File: src/rtl/dma_reg_arb_if.sv
// Register-port arbiter bundle: two requester handshakes plus the shared register-file port.
// master = arbiter view, slave = requesters and register file view.
interface dma_reg_arb_if #(
    parameter int ADDR_W = 9,
    parameter int DATA_W = 32
);
    logic              p0_req;
    logic              p0_we;
    logic [ADDR_W-1:0] p0_addr;
    logic [DATA_W-1:0] p0_wdata;
    logic              p0_gnt;
    logic              p0_done;
    logic [DATA_W-1:0] p0_rdata;

    logic              p1_req;
    logic              p1_we;
    logic [ADDR_W-1:0] p1_addr;
    logic [DATA_W-1:0] p1_wdata;
    logic              p1_gnt;
    logic              p1_done;
    logic [DATA_W-1:0] p1_rdata;

    logic [ADDR_W-1:0] reg_addr;
    logic [DATA_W-1:0] reg_wdata;
    logic              reg_write;
    logic [DATA_W-1:0] reg_rdata;
    logic              busy;

    modport master (
        input  p0_req, p0_we, p0_addr, p0_wdata,
        input  p1_req, p1_we, p1_addr, p1_wdata,
        input  reg_rdata,
        output p0_gnt, p0_done, p0_rdata,
        output p1_gnt, p1_done, p1_rdata,
        output reg_addr, reg_wdata, reg_write, busy
    );

    modport slave (
        output p0_req, p0_we, p0_addr, p0_wdata,
        output p1_req, p1_we, p1_addr, p1_wdata,
        output reg_rdata,
        input  p0_gnt, p0_done, p0_rdata,
        input  p1_gnt, p1_done, p1_rdata,
        input  reg_addr, reg_wdata, reg_write, busy
    );
endinterface

File: src/rtl/dma_reg_arb.sv
// Two-port arbiter sharing the DMA register-file port; one access per IDLE/ACCESS/RESP pass.
// Define DMA_ARB_RR_EN for round-robin contention handling, otherwise port 0 has fixed priority.
module dma_reg_arb #(
    parameter int ADDR_W = 9,
    parameter int DATA_W = 32
) (
    input  logic          clk,
    input  logic          resetn,
    dma_reg_arb_if.master bus
);

    typedef enum logic [1:0] {IDLE, ACCESS, RESP} state_t;

    state_t state;
    logic   lat_we;
    logic   lat_idx;
    logic   win;

`ifdef DMA_ARB_RR_EN
    logic last_winner;

    // On contention the port that did not win last time goes first.
    always_comb begin
        win = 1'b0;
        if (bus.p0_req && bus.p1_req) begin
            win = ~last_winner;
        end else if (bus.p1_req) begin
            win = 1'b1;
        end
    end
`else
    always_comb begin
        win = 1'b0;
        if (!bus.p0_req && bus.p1_req) begin
            win = 1'b1;
        end
    end
`endif

    // gnt, done and the write strobe are pulsed by default-clearing each cycle.
    always_ff @(posedge clk or negedge resetn) begin
        if (!resetn) begin
            state         <= IDLE;
            lat_we        <= 1'b0;
            lat_idx       <= 1'b0;
            bus.reg_addr  <= '0;
            bus.reg_wdata <= '0;
            bus.reg_write <= 1'b0;
            bus.p0_gnt    <= 1'b0;
            bus.p1_gnt    <= 1'b0;
            bus.p0_done   <= 1'b0;
            bus.p1_done   <= 1'b0;
            bus.p0_rdata  <= '0;
            bus.p1_rdata  <= '0;
            bus.busy      <= 1'b0;
`ifdef DMA_ARB_RR_EN
            last_winner   <= 1'b1;
`endif
        end else begin
            bus.p0_gnt    <= 1'b0;
            bus.p1_gnt    <= 1'b0;
            bus.p0_done   <= 1'b0;
            bus.p1_done   <= 1'b0;
            bus.reg_write <= 1'b0;
            case (state)
                IDLE: begin
                    if (bus.p0_req || bus.p1_req) begin
                        state         <= ACCESS;
                        lat_idx       <= win;
                        lat_we        <= win ? bus.p1_we : bus.p0_we;
                        bus.reg_addr  <= win ? bus.p1_addr : bus.p0_addr;
                        bus.reg_wdata <= win ? bus.p1_wdata : bus.p0_wdata;
                        bus.reg_write <= win ? bus.p1_we : bus.p0_we;
                        bus.p0_gnt    <= ~win;
                        bus.p1_gnt    <= win;
                        bus.busy      <= 1'b1;
`ifdef DMA_ARB_RR_EN
                        last_winner   <= win;
`endif
                    end
                end
                ACCESS: begin
                    state       <= RESP;
                    bus.p0_done <= ~lat_idx;
                    bus.p1_done <= lat_idx;
                    if (!lat_we) begin
                        if (lat_idx) begin
                            bus.p1_rdata <= bus.reg_rdata;
                        end else begin
                            bus.p0_rdata <= bus.reg_rdata;
                        end
                    end
                end
                RESP: begin
                    state    <= IDLE;
                    bus.busy <= 1'b0;
                end
                default: begin
                    state    <= IDLE;
                    bus.busy <= 1'b0;
                end
            endcase
        end
    end

endmodule

File: src/flat_wrapper.sv
// flat-port wrapper written by rule: the top's interface ports become plain ports
module dma_reg_arb_flat 
#(
    parameter int ADDR_W = 9,
    parameter int DATA_W = 32
)
  (clk, resetn, bus_p0_req, bus_p0_we, bus_p0_addr, bus_p0_wdata, bus_p1_req, bus_p1_we, bus_p1_addr, bus_p1_wdata, bus_reg_rdata, bus_p0_gnt, bus_p0_done, bus_p0_rdata, bus_p1_gnt, bus_p1_done, bus_p1_rdata, bus_reg_addr, bus_reg_wdata, bus_reg_write, bus_busy);
  dma_reg_arb_if #(.ADDR_W(ADDR_W), .DATA_W(DATA_W)) bus_i ();
  input  logic clk;
  input  logic resetn;
  input wire logic [$bits(bus_i.p0_req)-1:0] bus_p0_req;
  input wire logic [$bits(bus_i.p0_we)-1:0] bus_p0_we;
  input wire logic [$bits(bus_i.p0_addr)-1:0] bus_p0_addr;
  input wire logic [$bits(bus_i.p0_wdata)-1:0] bus_p0_wdata;
  input wire logic [$bits(bus_i.p1_req)-1:0] bus_p1_req;
  input wire logic [$bits(bus_i.p1_we)-1:0] bus_p1_we;
  input wire logic [$bits(bus_i.p1_addr)-1:0] bus_p1_addr;
  input wire logic [$bits(bus_i.p1_wdata)-1:0] bus_p1_wdata;
  input wire logic [$bits(bus_i.reg_rdata)-1:0] bus_reg_rdata;
  output wire logic [$bits(bus_i.p0_gnt)-1:0] bus_p0_gnt;
  output wire logic [$bits(bus_i.p0_done)-1:0] bus_p0_done;
  output wire logic [$bits(bus_i.p0_rdata)-1:0] bus_p0_rdata;
  output wire logic [$bits(bus_i.p1_gnt)-1:0] bus_p1_gnt;
  output wire logic [$bits(bus_i.p1_done)-1:0] bus_p1_done;
  output wire logic [$bits(bus_i.p1_rdata)-1:0] bus_p1_rdata;
  output wire logic [$bits(bus_i.reg_addr)-1:0] bus_reg_addr;
  output wire logic [$bits(bus_i.reg_wdata)-1:0] bus_reg_wdata;
  output wire logic [$bits(bus_i.reg_write)-1:0] bus_reg_write;
  output wire logic [$bits(bus_i.busy)-1:0] bus_busy;
  assign bus_i.p0_req = bus_p0_req;
  assign bus_i.p0_we = bus_p0_we;
  assign bus_i.p0_addr = bus_p0_addr;
  assign bus_i.p0_wdata = bus_p0_wdata;
  assign bus_i.p1_req = bus_p1_req;
  assign bus_i.p1_we = bus_p1_we;
  assign bus_i.p1_addr = bus_p1_addr;
  assign bus_i.p1_wdata = bus_p1_wdata;
  assign bus_i.reg_rdata = bus_reg_rdata;
  assign bus_p0_gnt = bus_i.p0_gnt;
  assign bus_p0_done = bus_i.p0_done;
  assign bus_p0_rdata = bus_i.p0_rdata;
  assign bus_p1_gnt = bus_i.p1_gnt;
  assign bus_p1_done = bus_i.p1_done;
  assign bus_p1_rdata = bus_i.p1_rdata;
  assign bus_reg_addr = bus_i.reg_addr;
  assign bus_reg_wdata = bus_i.reg_wdata;
  assign bus_reg_write = bus_i.reg_write;
  assign bus_busy = bus_i.busy;
  dma_reg_arb #(.ADDR_W(ADDR_W), .DATA_W(DATA_W)) u_core (.clk(clk), .resetn(resetn), .bus(bus_i));
endmodule
File: config.mk
export PLATFORM = sky130hd
export DESIGN_NAME = dma_reg_arb_flat
export DESIGN_NICKNAME = d
export VERILOG_FILES = /design/src/rtl/dma_reg_arb_if.sv /design/src/rtl/dma_reg_arb.sv /design/src/flat_wrapper.sv
export SDC_FILE = /design/constraint.sdc
export NUM_CORES = 1
export LEC_CHECK = 0
export ABC_CLOCK_PERIOD_IN_PS = 1700
export CORE_ASPECT_RATIO = 0.7
export CORE_UTILIZATION = 41
export DETAILED_ROUTE_END_ITERATION = 7
export PLACE_DENSITY_LB_ADDON = 0.05
export SKIP_CTS_REPAIR_TIMING = 1
export SLEW_MARGIN = 20
export SYNTH_ARGS = -nofsm -noshare
export SYNTH_HDL_FRONTEND = slang
export SYNTH_SLANG_ARGS = --single-unit
export TNS_END_PERCENT = 30
File: constraint.sdc
create_clock -name clk -period 1.7 [get_ports clk]
set_input_delay 0.34 -clock clk [delete_from_list [all_inputs] [get_ports clk]]
set_output_delay 0.34 -clock clk [all_outputs]
set_load 0.02 [all_outputs]
Yosys cells after proc, flatten, opt, wreduce, memory -nomap -nowiden
Cells that the tools add are included.
Word-level totals
  register bits: 115
  logic and storage cells: 43
  bits of input ports: 120
  output and inout port bits: 111
Operators by class
  mux-type cells: 16
  reduce and logical (&&, ||, !) cells: 8
  bitwise operators: 4
  equality and inequality tests: 2
Operators with widths (count)
  2-to-1 mux 32 bit: 1
  2-to-1 mux 1 bit: 11
  2-to-1 mux 9 bit: 1
  AND reduction 3 bit: 2
  inverter 1 bit: 4
  case mux 2 bit (2 select lines): 1
  AND reduction 2 bit: 2
  == test 2 x 1 -> 1 bit (second input constant): 1
  zero test 2 bit: 1
  2-to-1 mux 2 bit: 1
  != test 2 x 1 -> 1 bit (second input constant): 1
  case mux 1 bit (2 select lines): 1
  logical AND 1 bit: 1
  zero test 1 bit: 1
  logical OR 1 bit: 1

Logic depth before layout (Yosys ltp)
  word-level depth: 6
  depth in mapped cells: 5
  gate-level depth less buffers: 4

Worst setup path before layout
No wires, ideal clock.
  path type: reg-to-reg
  start: register u_core.state[1]
  end: register u_core.bus.p0_rdata[10]
  path buffers: 1
  data arrival time: 1.348 ns
  path slack: 0.224 ns
  period minus slack after synthesis: 1.476 ns
  data required time: 1.572 ns
  library setup time: 0.128 ns
  stages on the path, launching flop included: 5
  cell sequence: dfrtp_1 > nand2b_1 > nor3_2 > buf_4 > mux2_1
On the way
  cells in the longest elaborated chain, start to end: 2
RTL lines
  start: declaration: line dma_reg_arb.sv:14  | state_t state;
  start signal: assignment: line dma_reg_arb.sv:43  | state <= IDLE;
  start signal: assignment: line dma_reg_arb.sv:68  | state <= ACCESS;
  start signal: assignment: line dma_reg_arb.sv:83  | state <= RESP;
  == test 2 x 1 -> 1 bit: line dma_reg_arb.sv:65  | case (state)
  AND reduction 3 bit (no line)
  end signal: assignment: line dma_reg_arb.sv:90  | bus.p0_rdata <= bus.reg_rdata;
  end: declaration: line dma_reg_arb_if.sv:33  | output p0_gnt, p0_done, p0_rdata,
No other way between the ends.
A chain may end at the register's enable or synchronous reset.

Final worst setup path
  start: register u_core.bus.p0_rdata[22]
  end: output port bus_p0_rdata[22]
RTL lines
  end: declaration: line flat_wrapper.sv:22  | output wire logic [$bits(bus_i.p0_rdata)-1:0] bus_p0_rdata;
No word-level cell between the ends.

==> reports/results.txt <==
clk_lat worst skew = 0.39 ns
WL/cell = 16.9 um
routed wire length = 12100 um
Die ar. = 0.0124 mm^2
CORE AREA = 0.0117 mm^2
most common cell after layout, fill and taps aside = clkdlybuf4s50_1
Pleak = 4.57 nW
mapped cell area = 0.00492 mm^2
Num CTS Buffers = 17
max_cap viols = 0
share of layout cells above drive strength 1 = 21.9%
vias in the first global route = 3514
Worst Path Buf+Inv = 1
Fill cells = 785
gr usage total = 19.6%
clk slew on worst S/H paths = 0.05 ns
unrepaired setup endpoints after global routing = no
most frequent cells in the layout = clkdlybuf4s50_1, dfrtp_1, dlymetal6s2s_1
initial core utilization = 42.1%
Worst setup SP type = flip-flop
CTS tree = yes
final cell count without fillers = 715
area of the multi-input gates = 0.00186 mm^2
sequential fraction of the synthesis area = 58.5%
Ports = 231
synth warn = 0
Worst setup EP type = output pin
CP max-delay cell = clkdlybuf4s50_1
cells along the critical path = clkdlybuf4s50_1
crit path max fanout = 2
grt ovf = 0
maximum root-to-sink buffer count = 2
area post-placement = 0.00749 mm^2
Synth Instances = 298
post-route ant nets = 0
number of vias per cell = 4.71
Peak VDD IR = 0.875 mV
dpl hpwl = 8610 um
Worst Skew = 0.00789 ns
WP data required = 1.36 ns
R2R cell count = 4
CTS root buffer = clkbuf_16
initial drt markers = 75
# H-tree levels = 4
critical path class = flip-flop to output pin
Die W = 133 um
DRC = 0
post-route cell area = 0.00834 mm^2
Final Critical Period = 1.66 ns
Sequential Area = 0.00288 mm^2
final net count = 669
first-pass GRT wire length = 18400 um
HP Class = input port to async pin
syn_area_per_cell = 16.5 um^2
Final Setup Violations = 0
drt pass-1 iters = 6
total power = 15.3 mW
internal reg-to-reg setup slack = 0.14 ns
PnR worst setup slack = 0.0407 ns
Slew HR = 74.5%
gp weighted congestion = 0.756
Synth cell types = 21
vias = 3368
Die Ht = 93.6 um
Arr. time, crit path = 1.32 ns
Area Overhead vs Synth = 69.7%
critical path's top delay family = buffers and inverters
#FFs+latches synth = 115
Tcrit/Tclk final = 97.6%
pins over their slew limit = 0
status = finished clean
ant diodes = 0
TNS Setup = 0 ns
clock tree sinks = 115
largest net degree at the start of global routing = 50
Slew @ Worst Pin = 0.383 ns
Final Hold Viols = 0
Worst path max stage delay = 0.60 ns
Crit path depth = 1
# port buffers = 230
f_max = 603 MHz
pwr dens = 1830 mW/mm^2
Cell Rows = 33
Net Count, Synth = 418
initial antenna violation count = 0
placed cell count = 686
dpl ws = -0.269 ns
-- cell type report --
type                    count  share of cell area (%)
well taps                 157                    2.35
flip-flops and latches    115                    34.5
multi-input cells         162                    22.3
clock buffers              22                    5.80
clock inverters             6                   0.960
inverters                   5                   0.225
repair buffers            248                    33.9
-- state kept, by name, indices dropped and copies added (netlist names) --
signal and flops:
u_core.state 2, u_core.bus.busy 1, u_core.bus.reg_wdata 32, u_core.bus.reg_write 1, u_core.bus.reg_addr 9, u_core.bus.p1_done 1, u_core.bus.p1_gnt 1, u_core.bus.p0_gnt 1
u_core.lat_we 1, u_core.lat_idx 1, u_core.bus.p1_rdata 32, u_core.bus.p0_rdata 32, u_core.bus.p0_done 1
-- cell usage after synthesis --
| master | count | area [um^2] |
|---|---|---|
| buf_4 | 4 | 30.0 |
| nand2b_1 | 2 | 12.5 |
| inv_1 | 4 | 15.0 |
| mux2_4 | 30 | 450 |
| nor3_2 | 1 | 10.0 |
| and2_4 | 1 | 8.76 |
| buf_6 | 5 | 56.3 |
| mux2_1 | 73 | 822 |
| dfrtp_1 | 115 | 2880 |
| nor3_1 | 2 | 10.0 |
| inv_2 | 1 | 3.75 |
| and3b_1 | 1 | 8.76 |
| o22ai_1 | 1 | 6.26 |
| buf_12 | 3 | 60.1 |
| mux2_2 | 43 | 484 |
| o21ai_0 | 1 | 5.00 |
| buf_2 | 4 | 20.0 |
| nor2_1 | 4 | 15.0 |
| o21ai_1 | 1 | 5.00 |
| a21oi_1 | 1 | 5.00 |
| mux2i_1 | 1 | 10.0 |
-- routing by layer --
metal,wire length [um],global-route usage [%],vias up
met1,5120,24.4,1662
met3,995,8.40,5
met2,5860,31.4,127
met5,0,0,-
met4,69,5.08,0
li1,-,-,1574
-- logic make-up after synthesis --
group	Yosys count	share of synthesized area (%)
AOI/OAI and AO/OA	4	0.432
buffers and inverters	21	3.77
DFF	115	58.5
muxes	147	35.9
and+or+nand+nor	11	1.32
-- worst paths after layout --
check / start / to
worst max-delay path: u_core.bus.p0_rdata[22] / bus_p0_rdata[22]
max in group asynchronous: resetn / u_core.bus.p0_rdata[14]
worst min-delay path: resetn / u_core.bus.p0_rdata[29]
worst min register to register: u_core.bus.p0_rdata[14] / u_core.bus.p0_rdata[14]
min in group clk: u_core.bus.p0_rdata[14] / u_core.bus.p0_rdata[14]
worst max register to register: u_core.state[1] / u_core.bus.p0_rdata[31]
-- power by group --
part           switching, mW  leakage [nW]  internal, mW  total, mW
registers              0.688          1.38          4.12       4.80
clock network           1.13         0.283          2.27       3.39
logic                   3.25          2.91          3.86       7.11
total                   5.07          4.57          10.2       15.3
-- per-stage QoR --
| stage | utilization (%) | hold WS [ns] |
|---|---|---|
| floorplan | - | 0.0444 |
| detailed placement | 64.1 | 0.290 |
| finish | 71.4 | 0.418 |
| CTS | 69.0 | -0.139 |
| global route | 71.4 | 0.433 |
| global placement | 64.1 | 0.285 |
No activity file was read; power rests on OpenSTA's default activity.
